==> config.mk <==
export PLATFORM = sky130hd
export DESIGN_NAME = mem_arbiter
export DESIGN_NICKNAME = d
export VERILOG_FILES = /design/src/rtl/mem_pkg.sv /design/src/rtl/cacheline_adaptor.sv /design/src/rtl/mem_arbiter.sv
export SDC_FILE = /design/constraint.sdc
export NUM_CORES = 1
export LEC_CHECK = 0
export ABC_CLOCK_PERIOD_IN_PS = 2900
export BUFFER_PORTS_ARGS = -buffer_cell sky130_fd_sc_hd__buf_2
export CAP_MARGIN = 5
export CORE_AREA = 4 4 392 394
export CTS_CLUSTER_DIAMETER = 200
export DETAILED_ROUTE_END_ITERATION = 12
export DIE_AREA = 0 0 396 398
export PLACE_DENSITY_LB_ADDON = 0.12
export SYNTH_ARGS = -nofsm -noshare
export SYNTH_HDL_FRONTEND = slang
export SYNTH_SLANG_ARGS = --single-unit
==> constraint.sdc <==
create_clock -name clk -period 2.9 [get_ports clk]
set_clock_uncertainty 0.2 [all_clocks]
set_input_delay 0.29 -clock clk [delete_from_list [all_inputs] [get_ports clk]]
set_output_delay 0.29 -clock clk [all_outputs]
set_load 0.005 [all_outputs]
==> src/rtl/mem_pkg.sv <==
// mem_pkg: shared line/beat geometry and FSM/owner encodings for mem_arbiter.
package mem_pkg;
    localparam int LINE_W = 256;
    localparam int BEAT_W = 64;
    localparam int BEATS  = LINE_W / BEAT_W;
    typedef enum logic [1:0] {IDLE, RD_BURST, WR_BURST, DONE} state_e;
    typedef enum logic {OWN_I, OWN_D} owner_e;
endpackage

==> src/rtl/cacheline_adaptor.sv <==
// cacheline_adaptor: beat counter, line buffer and per-beat pmem write data.
module cacheline_adaptor #(
    parameter int LINE_W = 256,
    parameter int BEAT_W = 64
) (
    input  logic              clk,
    input  logic              rst,
    input  logic              rd_i,
    input  logic              wr_i,
    input  logic              load_i,
    input  logic [LINE_W-1:0] wline_i,
    input  logic [BEAT_W-1:0] pmem_rdata_i,
    input  logic              pmem_resp_i,
    output logic [BEAT_W-1:0] pmem_wdata_o,
    output logic [LINE_W-1:0] line_o,
    output logic              last_o
);
    localparam int NB = LINE_W / BEAT_W;
    localparam int CW = (NB > 1) ? $clog2(NB) : 1;
    logic [CW-1:0]     cnt_q, cnt_d;
    logic [LINE_W-1:0] line_q, line_d;
    logic              beat;
    always_comb begin
        beat   = pmem_resp_i && (rd_i || wr_i);
        last_o = beat && (cnt_q == CW'(NB - 1));
        cnt_d  = last_o ? '0 : (beat ? cnt_q + 1'b1 : cnt_q);
        line_d = line_q;
        if (load_i)
            line_d = wline_i;
        else if (rd_i && pmem_resp_i)
            line_d[cnt_q*BEAT_W +: BEAT_W] = pmem_rdata_i;
    end
    always_ff @(posedge clk or negedge rst) begin
        if (!rst) begin
            cnt_q  <= '0;
            line_q <= '0;
        end else begin
            cnt_q  <= cnt_d;
            line_q <= line_d;
        end
    end
    assign pmem_wdata_o = line_q[cnt_q*BEAT_W +: BEAT_W];
    assign line_o       = line_q;
endmodule

==> src/rtl/mem_arbiter.sv <==
// mem_arbiter: grants I/D cache line bursts to physical memory; D wins by default,
// defining MEM_ARB_ROUND_ROBIN_EN alternates grants on simultaneous requests.
module mem_arbiter #(
    parameter int LINE_W = mem_pkg::LINE_W,
    parameter int BEAT_W = mem_pkg::BEAT_W,
    parameter int ADDR_W = 32
) (
    input  logic              clk,
    input  logic              rst,
    input  logic              icache_read,
    input  logic [ADDR_W-1:0] icache_addr,
    output logic [LINE_W-1:0] icache_rdata,
    output logic              icache_resp,
    input  logic              dcache_read,
    input  logic              dcache_write,
    input  logic [ADDR_W-1:0] dcache_addr,
    input  logic [LINE_W-1:0] dcache_wdata,
    output logic [LINE_W-1:0] dcache_rdata,
    output logic              dcache_resp,
    output logic              pmem_read,
    output logic              pmem_write,
    output logic [ADDR_W-1:0] pmem_address,
    output logic [BEAT_W-1:0] pmem_wdata,
    input  logic [BEAT_W-1:0] pmem_rdata,
    input  logic              pmem_resp
);
    import mem_pkg::*;
    localparam int OFF_W = $clog2(LINE_W / 8);
    localparam logic [ADDR_W-1:0] OFF_MASK = ADDR_W'((1 << OFF_W) - 1);
    state_e            state_q, state_d;
    owner_e            owner_q, owner_d;
    logic [ADDR_W-1:0] addr_q, addr_d, sel_addr;
    logic              d_req, any_req, gnt_d, grant, load, last;
    logic [LINE_W-1:0] line;
`ifdef MEM_ARB_ROUND_ROBIN_EN
    owner_e            last_q, last_d;
`endif
    always_comb begin
        d_req    = dcache_read || dcache_write;
        any_req  = d_req || icache_read;
`ifdef MEM_ARB_ROUND_ROBIN_EN
        gnt_d    = d_req && (!icache_read || last_q == OWN_I);
        last_d   = grant ? owner_d : last_q;
`else
        gnt_d    = d_req;
`endif
        grant    = (state_q == IDLE) && any_req;
        sel_addr = gnt_d ? dcache_addr : icache_addr;
        owner_d  = grant ? (gnt_d ? OWN_D : OWN_I) : owner_q;
        addr_d   = grant ? (sel_addr & ~OFF_MASK) : addr_q;
        load     = grant && gnt_d && dcache_write;
    end
    always_ff @(posedge clk or negedge rst) begin
        if (!rst)
            state_q <= IDLE;
        else
            state_q <= state_d;
    end
    always_ff @(posedge clk or negedge rst) begin
        if (!rst) begin
            owner_q <= OWN_I;
            addr_q  <= '0;
`ifdef MEM_ARB_ROUND_ROBIN_EN
            last_q  <= OWN_I;
`endif
        end else begin
            owner_q <= owner_d;
            addr_q  <= addr_d;
`ifdef MEM_ARB_ROUND_ROBIN_EN
            last_q  <= last_d;
`endif
        end
    end
    // a simultaneous read+write from the D-cache is a writeback
    always_comb begin
        state_d = state_q;
        case (state_q)
            IDLE:               if (any_req) state_d = (gnt_d && dcache_write) ? WR_BURST : RD_BURST;
            RD_BURST, WR_BURST: if (last) state_d = DONE;
            default:            state_d = IDLE;
        endcase
    end
    always_comb begin
        pmem_read    = state_q == RD_BURST;
        pmem_write   = state_q == WR_BURST;
        pmem_address = addr_q;
        icache_resp  = (state_q == DONE) && (owner_q == OWN_I);
        dcache_resp  = (state_q == DONE) && (owner_q == OWN_D);
        icache_rdata = line;
        dcache_rdata = line;
    end
    cacheline_adaptor #(.LINE_W(LINE_W), .BEAT_W(BEAT_W)) u_adaptor (
        .clk         (clk),
        .rst         (rst),
        .rd_i        (pmem_read),
        .wr_i        (pmem_write),
        .load_i      (load),
        .wline_i     (dcache_wdata),
        .pmem_rdata_i(pmem_rdata),
        .pmem_resp_i (pmem_resp),
        .pmem_wdata_o(pmem_wdata),
        .line_o      (line),
        .last_o      (last)
    );
endmodule
After elaboration in Yosys (flattened, before gate mapping). Index checks and enable logic that the tools add are counted.

$add $sub $neg: 2. Eq/ne operators: 6. Shift operators: 3. Multiplexer cells: 11. Reduce and logical (&&, ||, !) cells: 17. Bitwise gates (word level): 1.

Operator list (count): $mux 256 (2); $bwmux 256 (1); $shift 64x34->256 const A (1); $shiftx 256x9->64 (1); $shiftx 64x34->256 (1); $neg 8->34 (1); $mux 32 (1); $mux 2 (5); $logic_and 1x1->1 (9); $eq 2x2->1 const B (3); $ne 2x2->1 const B (2); $pmux 2 s2 (1); $reduce_bool 2->1 (2); $logic_or 1x1->1 (3); $add 2x1->2 const B (1); $eq 2x1->1 const B (1); $logic_not 2->1 (1); $reduce_and 2->1 (1); $reduce_or 2->1 (1); $mux 1 (1); $not 1->1 (1).

Bits in registers: 288. Input bits: 390. Word-level logic and storage cells: 45. Output and inout bits: 612.

Depth between registers and ports, before layout. Gate-level depths: netlist of the first run.

Depth in word-level cells: 6. Mapped depth: 9. Depth with buffers taken out: 5.

Cells and area by module. A second synthesis of the first run with hierarchy kept.

Cells, all modules: 1435. Area total of the unflattened synthesis: 16420.7 um2.

By module, submodules not included: cacheline_adaptor (area each 12942.4 um2, cells each 1031, instances 1); mem_arbiter (area each 3478.3 um2, cells each 404, instances 1).

Least setup slack after synthesis of the first run. OpenSTA, ideal clock, no wires.

Path kind: register -> register. Start point: reg u_adaptor.cnt_q[1]. End point: reg u_adaptor.line_q[100], in the netlist u_adaptor.line_o[100]. Arrival time: 2.441 ns. Stages on the path, launching flop included: 10. Library setup time: 0.064 ns. Period minus slack after synthesis: 2.705 ns. Path slack: 0.195 ns. Required time: 2.636 ns. Path through: dfrtp_1 clkbuf_1 clkbuf_1 inv_1 ha_1 nor2b_1 and4_1 buf_2 clkbuf_1 a21o_1.

Longest elaborated chain between the ends: 5. Elaborated cells between the ends (all ways): 6.

Ends and longest elaborated chain: start, declared (line cacheline_adaptor.sv:20) `logic [CW-1:0] cnt_q, cnt_d;`; start signal, assigned (line cacheline_adaptor.sv:38) `cnt_q <= cnt_d;`; $neg 8->34 (*) (line cacheline_adaptor.sv:31) `line_d[cnt_q*BEAT_W +: BEAT_W] = pmem_rdata_i;`; $shiftx 64x34->256 / $shift 64x34->256 (equally long branches) (line cacheline_adaptor.sv:31); $bwmux 256 (*) (line cacheline_adaptor.sv:31); $mux 256 (*) (line cacheline_adaptor.sv:30) `else if (rd_i && pmem_resp_i)`; $mux 256 (*) (line cacheline_adaptor.sv:28) `if (load_i)`; end signal, assigned (line cacheline_adaptor.sv:39) `line_q <= line_d;`; end, declared (line cacheline_adaptor.sv:21) `logic [LINE_W-1:0] line_q, line_d;`.

Every way passes the cells marked *; elsewhere a longest branch is shown, timed or not. The select of a mux whose other input is x is not followed. A chain may end at the register's enable or synchronous reset.

Worst setup path after layout of the first run.
Start point: reg u_adaptor.cnt_q[0]. End point: reg u_adaptor.line_q[134], in the netlist u_adaptor.line_o[134].

Same word-level chain as after synthesis.

==> summary.md, run 1 <==
| Metric | Value |
|---|---|
| Syn. warnings | 0 |
| Clock buffer depth | 3 |
| Num CTS Buffers | 42 |
| Root buf cell | clkbuf_16 |
| Crit-path cells | inv_1 > ha_2 > nor2b_1 > buf_4 > nand3_4 > buf_16 > o21ai_0 > dlygate4sd3_1 |
| Setup crit end kind | flop |
| Tot GR Track Use | 0.131 |
| Switching power | 12000 uW |
| Sw Ratio | 0.422 |
| Initial Util | 0.107 |
| Total Power | 28400 uW |
| IO Port Bufs | 986 |
| Cells after Synth | 1446 |
| PD cells | 1030 nW/um2 |
| Metal2 WL | 56500 um |
| First-pass GRT wire length | 148000 um |
| Max-Cap Viols | 0 |
| Number of synthesized register bits | 288 |
| Vias/cell | 3.71 |
| Std-Cell Rows | 142 |
| DP Area | 21900 um2 |
| Fin nets | 2980 |
| RD Place Congestion | 0.831 |
| Die W | 396 um |
| Post-DP HPWL | 81100 um |
| RSZ-0062 raised after global routing | yes |
| Top sig layer | met5 |
| Min-Delay Path Class | in -> reg |
| Startpoint Class | flop |
| Worst EP arrival | 3.05 ns |
| Share of layout cells above drive strength 1 | 0.462 |
| Leak | 0.0138 uW |
| Slew HR | 0.477 |
| VDD IR max | 0.393 mV |
| Fin area | 27500 um2 |
| Area of the core | 150000 um2 |
| Most common cell after layout, fill and taps aside | buf_2 |
| Seq/Total Area, Yosys | 0.450 |
| EDFF count, synth | 0 |
| Met1 WL | 44400 um |
| Detailed Route Iter0 Violations | 837 |
| Sequential Power Share | 0.303 |
| DRT antenna net count | 0 |
| Final Hold Fails | 0 |
| DRC | 0 |
| Avg Cell Area, Syn | 11.1 um2 |
| Fin crit share | 0.961 |
| Final slew viol count | 0 |
| Mapped cell area | 16000 um2 |
| CTS H-Tree Depth | 2 |
| Max Clk Rate | 359 MHz |
| Worst path max stage delay | 0.56 ns |
| Final TNS setup | 0 ns |
| Met3 WL | 6330 um |
| Clock transition at path regs | 0.05 ns |
| Initial antenna violation count | 12 |
| Critical Path RT | 3.16 ns |
| Vias in the first global route | 18629 |
| Final core utilization | 0.184 |
| Gate power share | 0.514 |
| TritonRoute pass-1 iters | 4 |
| Slowest stage cell, crit path | dlygate4sd3_1 |
| GR Overflow Total | 0 |
| Die H | 398 um |
| Die area | 158000 um2 |
| Internal | 16400 uW |
| Status | finished, final reports clean |
| Least-Margin Pin Slew | 0.784 ns |
| Netlist cell types | 36 |
| # setup viols final | 0 |
| Crit Path Category | reg -> reg |
| Asr flop ratio synth | 1.00 |
| I/O pin count | 1002 |
| Minimum hold slack | 0.0533 ns |
| CTS tree | yes |
| Largest net degree at the start of global routing | 69 |
| Average wire per standard cell | 23.8 um |
| Area grow syn2layout | 71.9% |
| Clk Latency, worst-skew pair | 0.59 ns |
| Most frequent cells in the layout | buf_2, dlygate4sd3_1, dfrtp_1, o21ai_0, a22oi_1 |
| Main synth FF type | dfrtp_1 |
| Vias | 17172 |
| Worst Path Max Fanout | 35 |
| Period minus WS final | 2.79 ns |
| WL final | 110000 um |
| Clock Sinks | 288 |
| Clock power share | 0.183 |
==> cells by family after synthesis <==
group	synth area share
adder cells (fa/ha/maj)	0.00860
other	0.000234
flip-flops	0.450
multiplexers	0.109
AND/OR/NAND/NOR	0.0571
AO/OA/AOI/OAI	0.217
buffers and inverters	0.157
==> power by group through the flow <==
| stage | sequential, uW | clock, uW | combinational [uW] |
|---|---|---|---|
| 4_1_cts | 8690 | 5440 | 14800 |
| 2_1_floorplan | 7540 | 0 | 7930 |
| 3_5_place_dp | 8720 | 0 | 13800 |
| 3_3_place_gp | 8640 | 0 | 13900 |
| 6_report | 8620 | 5200 | 14600 |
| 5_1_grt | 8900 | 5560 | 15900 |
==> metal layers <==
layer / track usage / vias up
li1: - / 7415
met1: 0.157 / 8879
met2: 0.236 / 764
met3: 0.0238 / 112
met4: 0.0371 / 2
met5: 0 / -
==> final cells by class <==
class | instances | area [um2]
clock buffers | 64 | 1230
repair buffers | 1466 | 9990
well taps | 2016 | 2520
diodes | 8 | 20.0
fillers | 16763 | 122000
multi-input cells | 776 | 6400
flip-flops and latches | 288 | 7210
inverters | 5 | 18.8
clock inverters | 11 | 114
==> flip-flops by register name, summed over array words and instances, names as in the netlist <==
signal / flops
u_adaptor.line_o: 256
pmem_address: 27
state_q: 2
u_adaptor.cnt_q: 2
owner_q: 1
==> per-stage QoR <==
| stage | worst slack [ns] | instances |
|---|---|---|
| global route | -0.00914 | 4629 |
| detailed placement | 0.297 | 4134 |
| finish | 0.114 | 4634 |
| floorplan | 0.195 | 1450 |
| global placement | 0.354 | 4134 |
| CTS | 0.00720 | 4610 |
==> critical path, delay by kind of cell, from the launching register on <==
family	cells	cell delay [ns]
buffers and inverters	4	1.13
DFF	1	0.54
adders and majority gates	1	0.34
and+or+nand+nor	2	0.29
AOI/OAI and AO/OA	1	0.13
==> path summary, 6_finish.rpt <==
| path | from | endpoint | slack [ns] | depth (start not counted) |
|---|---|---|---|---|
| setup / recovery | u_adaptor.cnt_q[0] | u_adaptor.line_o[134] | 0.11 | 8 |
| hold / removal | icache_read | pmem_address[15] | 0.05 | 5 |
| setup reg to reg | u_adaptor.cnt_q[0] | u_adaptor.line_o[134] | 0.11 | 8 |
| hold reg to reg | pmem_address[15] | pmem_address[15] | 0.27 | 2 |
| max in group asynchronous | rst | u_adaptor.line_o[94] | 1.52 | 3 |
| min in group asynchronous | rst | u_adaptor.line_o[148] | 0.13 | 2 |
==> synth_stat cells (all sizes together), types with 2 or more instances <==
library cell / n / share of area
a21o: 63 / 0.030
a21oi: 2 / 0.00063
a221o: 63 / 0.039
a22o: 63 / 0.034
a22oi: 130 / 0.061
a32oi: 3 / 0.0021
and2: 3 / 0.0013
and3: 64 / 0.025
buf: 288 / 0.13
clkbuf: 93 / 0.022
dfrtp: 288 / 0.45
ha: 11 / 0.0086
inv: 5 / 0.0012
mux2: 3 / 0.0021
mux2i: 27 / 0.017
mux4: 64 / 0.090
nand2: 98 / 0.023
nand2b: 2 / 0.00078
nand3: 4 / 0.0013
nor2: 3 / 0.0012
nor2b: 2 / 0.00078
o21ai: 158 / 0.049
==> timing repair <==
item,4_1_cts,5_1_grt
setup endpoints to repair,1,51
pin swaps,0,3
hold buffers,401,0
endpoints found under the hold margin,340,0
buffers inserted,0,12
cloned,0,4
resized for setup,1,8
No activity file was read; power rests on OpenSTA's default activity.
==> run 2, diff against run 1 <==
--- a/config.mk
+++ b/config.mk
@@ -7,11 +7,10 @@
 export LEC_CHECK = 0
 export ABC_CLOCK_PERIOD_IN_PS = 2900
 export BUFFER_PORTS_ARGS = -buffer_cell sky130_fd_sc_hd__buf_2
-export CAP_MARGIN = 5
-export CORE_AREA = 4 4 392 394
+export CORE_AREA = 4 4 389 391
 export CTS_CLUSTER_DIAMETER = 200
 export DETAILED_ROUTE_END_ITERATION = 12
-export DIE_AREA = 0 0 396 398
+export DIE_AREA = 0 0 393 395
 export PLACE_DENSITY_LB_ADDON = 0.12
 export SYNTH_ARGS = -nofsm -noshare
 export SYNTH_HDL_FRONTEND = slang
==> run 2 against run 1 <==
- global-route usage fell by 0.18 points
- sequential power barely moved
- die area fell by 1.5%
- clock power barely moved
- setup slack improved by 0.012 ns
- register-to-register slack barely moved
- power fell by 1.3%
- via count fell by 0.56%
- flip-flop and latch count did not move
- first-iteration DRC count rose by 4.1%
- critical path type unchanged
- sequential share of layout area rose by 0.30 points
- routed wire length fell by 1.3%
==> summary.md, run 2 (same netlist as run 1, synthesis figures left out) <==
| Metric | Value |
|---|---|
| Met2 GRT Util | 0.232 |
| TritonRoute pass-1 iters | 5 |
| # setup viols final | 0 |
| VDD IR max | 0.382 mV |
| Tot GR Track Use | 0.129 |
| Clock transition at path regs | 0.06 ns |
| Worst R2R Path Depth | 7 |
| Leak | 0.0137 uW |
| I/O pin count | 1002 |
| Period minus WS final | 2.77 ns |
| PD cells | 1030 nW/um2 |
| Worst path max stage delay | 0.57 ns |
| Least-Margin Pin Slew | 0.827 ns |
| Fin crit share | 0.956 |
| Grt peak-use layer | met2 |
| Worst Hold Launch | icache_read |
| Buf/Inv on CP | 3 |
| Initial Util | 0.109 |
| Fin nets | 2962 |
| R2R Path Start | u_adaptor.cnt_q[0] |
| Startpoint Class | flop |
| Clock buffer depth | 3 |
| WL final | 109000 um |
| CTS H-Tree Depth | 2 |
| Grt met1 use | 0.156 |
| Min-Delay Path Class | in -> reg |
| RSZ-0062 raised after global routing | no |
| Die W | 393 um |
| Area grow syn2layout | 69.9% |
| Num CTS Buffers | 40 |
| DRC | 0 |
| Most common cell after layout, fill and taps aside | buf_2 |
| Setup crit end kind | flop |
| Post-DP HPWL | 78100 um |
| DRT antenna net count | 0 |
| Worst Path Max Fanout | 65 |
| Final TNS setup | 0 ns |
| Max Clk Rate | 361 MHz |
| WHS Path Cells | 5 |
| Delay-heaviest family, CP | buffers and inverters |
| Final slew viol count | 0 |
| Worst EP arrival | 3.04 ns |
| Met3 GRT Util | 0.0205 |
| Vias in the first global route | 18344 |
| Worst r2r dst | u_adaptor.line_o[191] |
| Worst Hold Path EP | pmem_address[27] |
| CTS tree | yes |
| R2r setup slk | 0.13 ns |
| Total Power | 28100 uW |
| First-pass GRT wire length | 145000 um |
| Vias/cell | 3.77 |
| Crit Path Category | reg -> reg |
| Crit-path cells | inv_1 > ha_1 > nor2b_2 > nand3_4 > buf_16 > o21ai_0 > dlygate4sd3_1 |
| Max FFs per register | 256 |
| Std-Cell Rows | 141 |
| Slew HR | 0.449 |
| Area of the core | 147000 um2 |
| Initial antenna violation count | 12 |
| IO Port Bufs | 986 |
| Root buf cell | clkbuf_16 |
| Detailed Route Iter0 Violations | 871 |
| Largest net degree at the start of global routing | 73 |
| Vias | 17076 |
| Average wire per standard cell | 24.1 um |
| Status | finished, final reports clean |
| Die area | 155000 um2 |
| Minimum hold slack | 0.0852 ns |
| RD Place Congestion | 0.837 |
| Clock Sinks | 288 |
| GR Overflow Total | 0 |
| Number of stages on the worst setup path | 7 |
| Clk Latency, worst-skew pair | 0.58 ns |
| Final Hold Fails | 0 |
| Share of layout cells above drive strength 1 | 0.464 |
| Slowest stage cell, crit path | dlygate4sd3_1 |
| Die H | 395 um |
| Most frequent cells in the layout | buf_2, dlygate4sd3_1, dfrtp_1, o21ai_0, a22oi_1 |
| Max-Cap Viols | 0 |
| Critical Path RT | 3.16 ns |
run 2: cell type report:
class	instances	area (um2)
Inverter	5	18.8
Clock inverter	9	120
Timing Repair Buffer	1450	9800
Multi-Input combinational cell	776	6400
Clock buffer	62	1210
Tap cell	1930	2410
Antenna cell	5	12.5
Fill cell	16512	120000
Sequential cell	288	7210
run 2: stage by stage:
step / cell area (um2) / setup slack [ns] / util / instances
floorplan: 16000 / 0.195 / - / 1450
global placement: 21700 / 0.458 / 0.147 / 4041
detailed placement: 21700 / 0.402 / 0.147 / 4041
CTS: 27000 / 0.0112 / 0.183 / 4505
global route: 27200 / 0.0171 / 0.184 / 4522
finish: 27200 / 0.127 / 0.184 / 4525
run 2: worst max-delay path by stage:
stage                  startpoint                    end  slack [ns]
6_report       u_adaptor.cnt_q[0]  u_adaptor.line_o[191]        0.13
5_1_grt        u_adaptor.cnt_q[0]  u_adaptor.line_o[191]        0.02
4_1_cts        u_adaptor.cnt_q[0]         pmem_wdata[63]        0.01
3_5_place_dp   u_adaptor.cnt_q[0]  u_adaptor.line_o[227]        0.40
3_3_place_gp   u_adaptor.cnt_q[0]  u_adaptor.line_o[243]        0.46
2_1_floorplan  u_adaptor.cnt_q[1]  u_adaptor.line_o[100]        0.19
run 2: metal layers:
metal | wire (um) | up-vias
li1 | - | 7393
met1 | 44700 | 8868
met2 | 55700 | 728
met3 | 5650 | 87
met4 | 2820 | 0
met5 | 0 | -
run 2: tightest hold or removal path, cell delays in order:
cell and delay, ns:
buf_2 0.12, o31ai_4 0.07, buf_12 0.16, nand2_1 0.08, o21ai_0 0.07
run 2: report_power, final:
| part | total, uW | switching [uW] | internal, uW |
|---|---|---|---|
| logic | 14300 | 7100 | 7150 |
| clock network | 5170 | 2040 | 3130 |
| registers | 8630 | 2770 | 5870 |
run 2: what timing repair did:
item	in CTS	in global routing
endpoints found under the setup margin	0	17
hold endpoints to repair	363	0
setup buffers	0	11
hold buffers	393	0
gates resized for setup	0	8
==> run 3, diff against run 2 <==
--- a/config.mk
+++ b/config.mk
@@ -12,6 +12,7 @@
 export DETAILED_ROUTE_END_ITERATION = 12
 export DIE_AREA = 0 0 393 395
 export PLACE_DENSITY_LB_ADDON = 0.12
+export RECOVER_POWER = 50
 export SYNTH_ARGS = -nofsm -noshare
 export SYNTH_HDL_FRONTEND = slang
 export SYNTH_SLANG_ARGS = --single-unit
==> run 3 against run 2 <==
- cell area decreased by 1.2%
- sequential power increased by 0.5%
- via count decreased by 0.22%
- critical path type unchanged
- power decreased by 0.85%
- critical endpoint unchanged
- critical path depth unchanged
- maximum frequency decreased by 1.9%
- global-route usage unchanged
- largest cell class unchanged
==> summary.md, run 3 (same netlist as run 1, synthesis figures left out) <==
| Metric | Value |
|---|---|
| Status | finished, final reports clean |
| Vias | 17038 |
| Std-Cell Rows | 141 |
| Clock Sinks | 288 |
| Switching power | 12000 uW |
| PD cells | 1040 nW/um2 |
| Internal | 15900 uW |
| Final slew viol count | 0 |
| Fin crit share | 0.975 |
| CTS H-Tree Depth | 2 |
| Initial Util | 0.109 |
| Area grow syn2layout | 68.0% |
| R2r setup slk | 0.07 ns |
| TritonRoute pass-1 iters | 5 |
| Min-Delay Path Class | in -> reg |
| Die W | 393 um |
| IO Port Bufs | 986 |
| I/O pin count | 1002 |
| Die H | 395 um |
| Initial antenna violation count | 12 |
| Minimum hold slack | 0.0885 ns |
| WL final | 109000 um |
| Fin nets | 2962 |
| Worst EP arrival | 3.09 ns |
| Num CTS Buffers | 40 |
| Max Clk Rate | 354 MHz |
| Total Power | 27800 uW |
| Leak | 0.0130 uW |
| Gate power share | 0.502 |
| Max-Cap Viols | 0 |
| Clock power share | 0.186 |
| DRC | 0 |
| RD Place Congestion | 0.837 |
| Average wire per standard cell | 24.1 um |
| Clock transition at path regs | 0.06 ns |
| Tot GR Track Use | 0.129 |
| DRT antenna net count | 0 |
| CTS tree | yes |
| Critical Path RT | 3.16 ns |
| Slew HR | 0.101 |
| Sw Ratio | 0.430 |
| Period minus WS final | 2.83 ns |
| Final TNS setup | 0 ns |
| Max FFs per register | 256 |
| Share of layout cells above drive strength 1 | 0.393 |
| Die area | 155000 um2 |
| Clock buffer depth | 3 |
| Vias/cell | 3.76 |
| First-pass GRT wire length | 145000 um |
| Most common cell after layout, fill and taps aside | buf_2 |
| Least-Margin Pin Slew | 1.35 ns |
| Detailed Route Iter0 Violations | 866 |
| Post-DP HPWL | 78100 um |
| Startpoint Class | flop |
| VDD IR max | 0.382 mV |
| Sequential Power Share | 0.312 |
| RSZ-0062 raised after global routing | no |
| GR Overflow Total | 0 |
| Most frequent cells in the layout | buf_2, dlygate4sd3_1, dfrtp_1, clkbuf_1, o21ai_0 |
| Setup crit end kind | flop |
| Area of the core | 147000 um2 |
| Clk Latency, worst-skew pair | 0.58 ns |
| Largest net degree at the start of global routing | 73 |
| Root buf cell | clkbuf_16 |
| Worst Path Max Fanout | 65 |
| Vias in the first global route | 18344 |
| # setup viols final | 0 |
| Final Hold Fails | 0 |
| Crit Path Category | reg -> reg |
run 3: cell types whose count changed in the layout (fill, tap and decap cells not counted), sizes merged:
cell / change
diode: +2
buf: -188
clkbuf: +188
run 3: worst max-delay path, cell delays in order (launching register included):
cell and delay, ns:
dfrtp_4 0.52, inv_1 0.18, ha_1 0.30, nor2b_2 0.21, nand3_4 0.11, buf_16 0.31
o21ai_0 0.17, dlygate4sd3_1 0.58
run 3: layout make-up:
cell class / instances / area, um2
inverters: 5 / 18.8
multi-input cells: 776 / 6400
fillers: 16606 / 121000
repair buffers: 1450 / 9480
clock inverters: 9 / 120
diodes: 7 / 17.5
well taps: 1930 / 2410
flip-flops and latches: 288 / 7210
clock buffers: 62 / 1210
run 3: worst paths after layout:
path / from / to / cells past startpoint
worst min register to register: pmem_address[10] / pmem_address[10] / 2
min in group asynchronous: rst / u_adaptor.line_o[152] / 2
worst min-delay path: icache_read / pmem_address[27] / 5
worst max-delay path: u_adaptor.cnt_q[0] / u_adaptor.line_o[191] / 7
worst max register to register: u_adaptor.cnt_q[0] / u_adaptor.line_o[191] / 7
max in group asynchronous: rst / u_adaptor.line_o[252] / 3
run 3: per-layer routing:
| layer | vias up | share of wire | track usage |
|---|---|---|---|
| met4 | 0 | 0.026 | 0.0388 |
| met2 | 720 | 0.51 | 0.232 |
| li1 | 7390 | - | - |
| met3 | 89 | 0.054 | 0.0205 |
| met1 | 8839 | 0.41 | 0.156 |
| met5 | - | 0 | 0 |
run 3: power by group through the flow:
stage | registers, uW | logic, uW | clock network, uW
floorplan | 7540 | 7930 | 0
global placement | 8640 | 13700 | 0
detailed placement | 8720 | 13600 | 0
CTS | 8690 | 14300 | 5440
global route | 8940 | 15200 | 5550
finish | 8670 | 14000 | 5170
run 3: timing repair:
item | 4_1_cts | 5_1_grt
resized for setup | 0 | 8
buffers inserted | 0 | 11
endpoints found under the hold margin | 363 | 0
setup endpoints to repair | 0 | 17
hold buffers | 393 | 0
run 3: stage by stage:
| step | instance area (um2) | utilization | worst slack [ns] | std cells |
|---|---|---|---|---|
| final | 26900 | 0.182 | 0.0735 | 4527 |
| after global placement | 21700 | 0.147 | 0.458 | 4041 |
| after floorplan | 16000 | - | 0.195 | 1450 |
| after detailed placement | 21700 | 0.147 | 0.402 | 4041 |
| after global routing | 26900 | 0.182 | 0.0171 | 4522 |
| after CTS | 27000 | 0.183 | 0.0112 | 4505 |
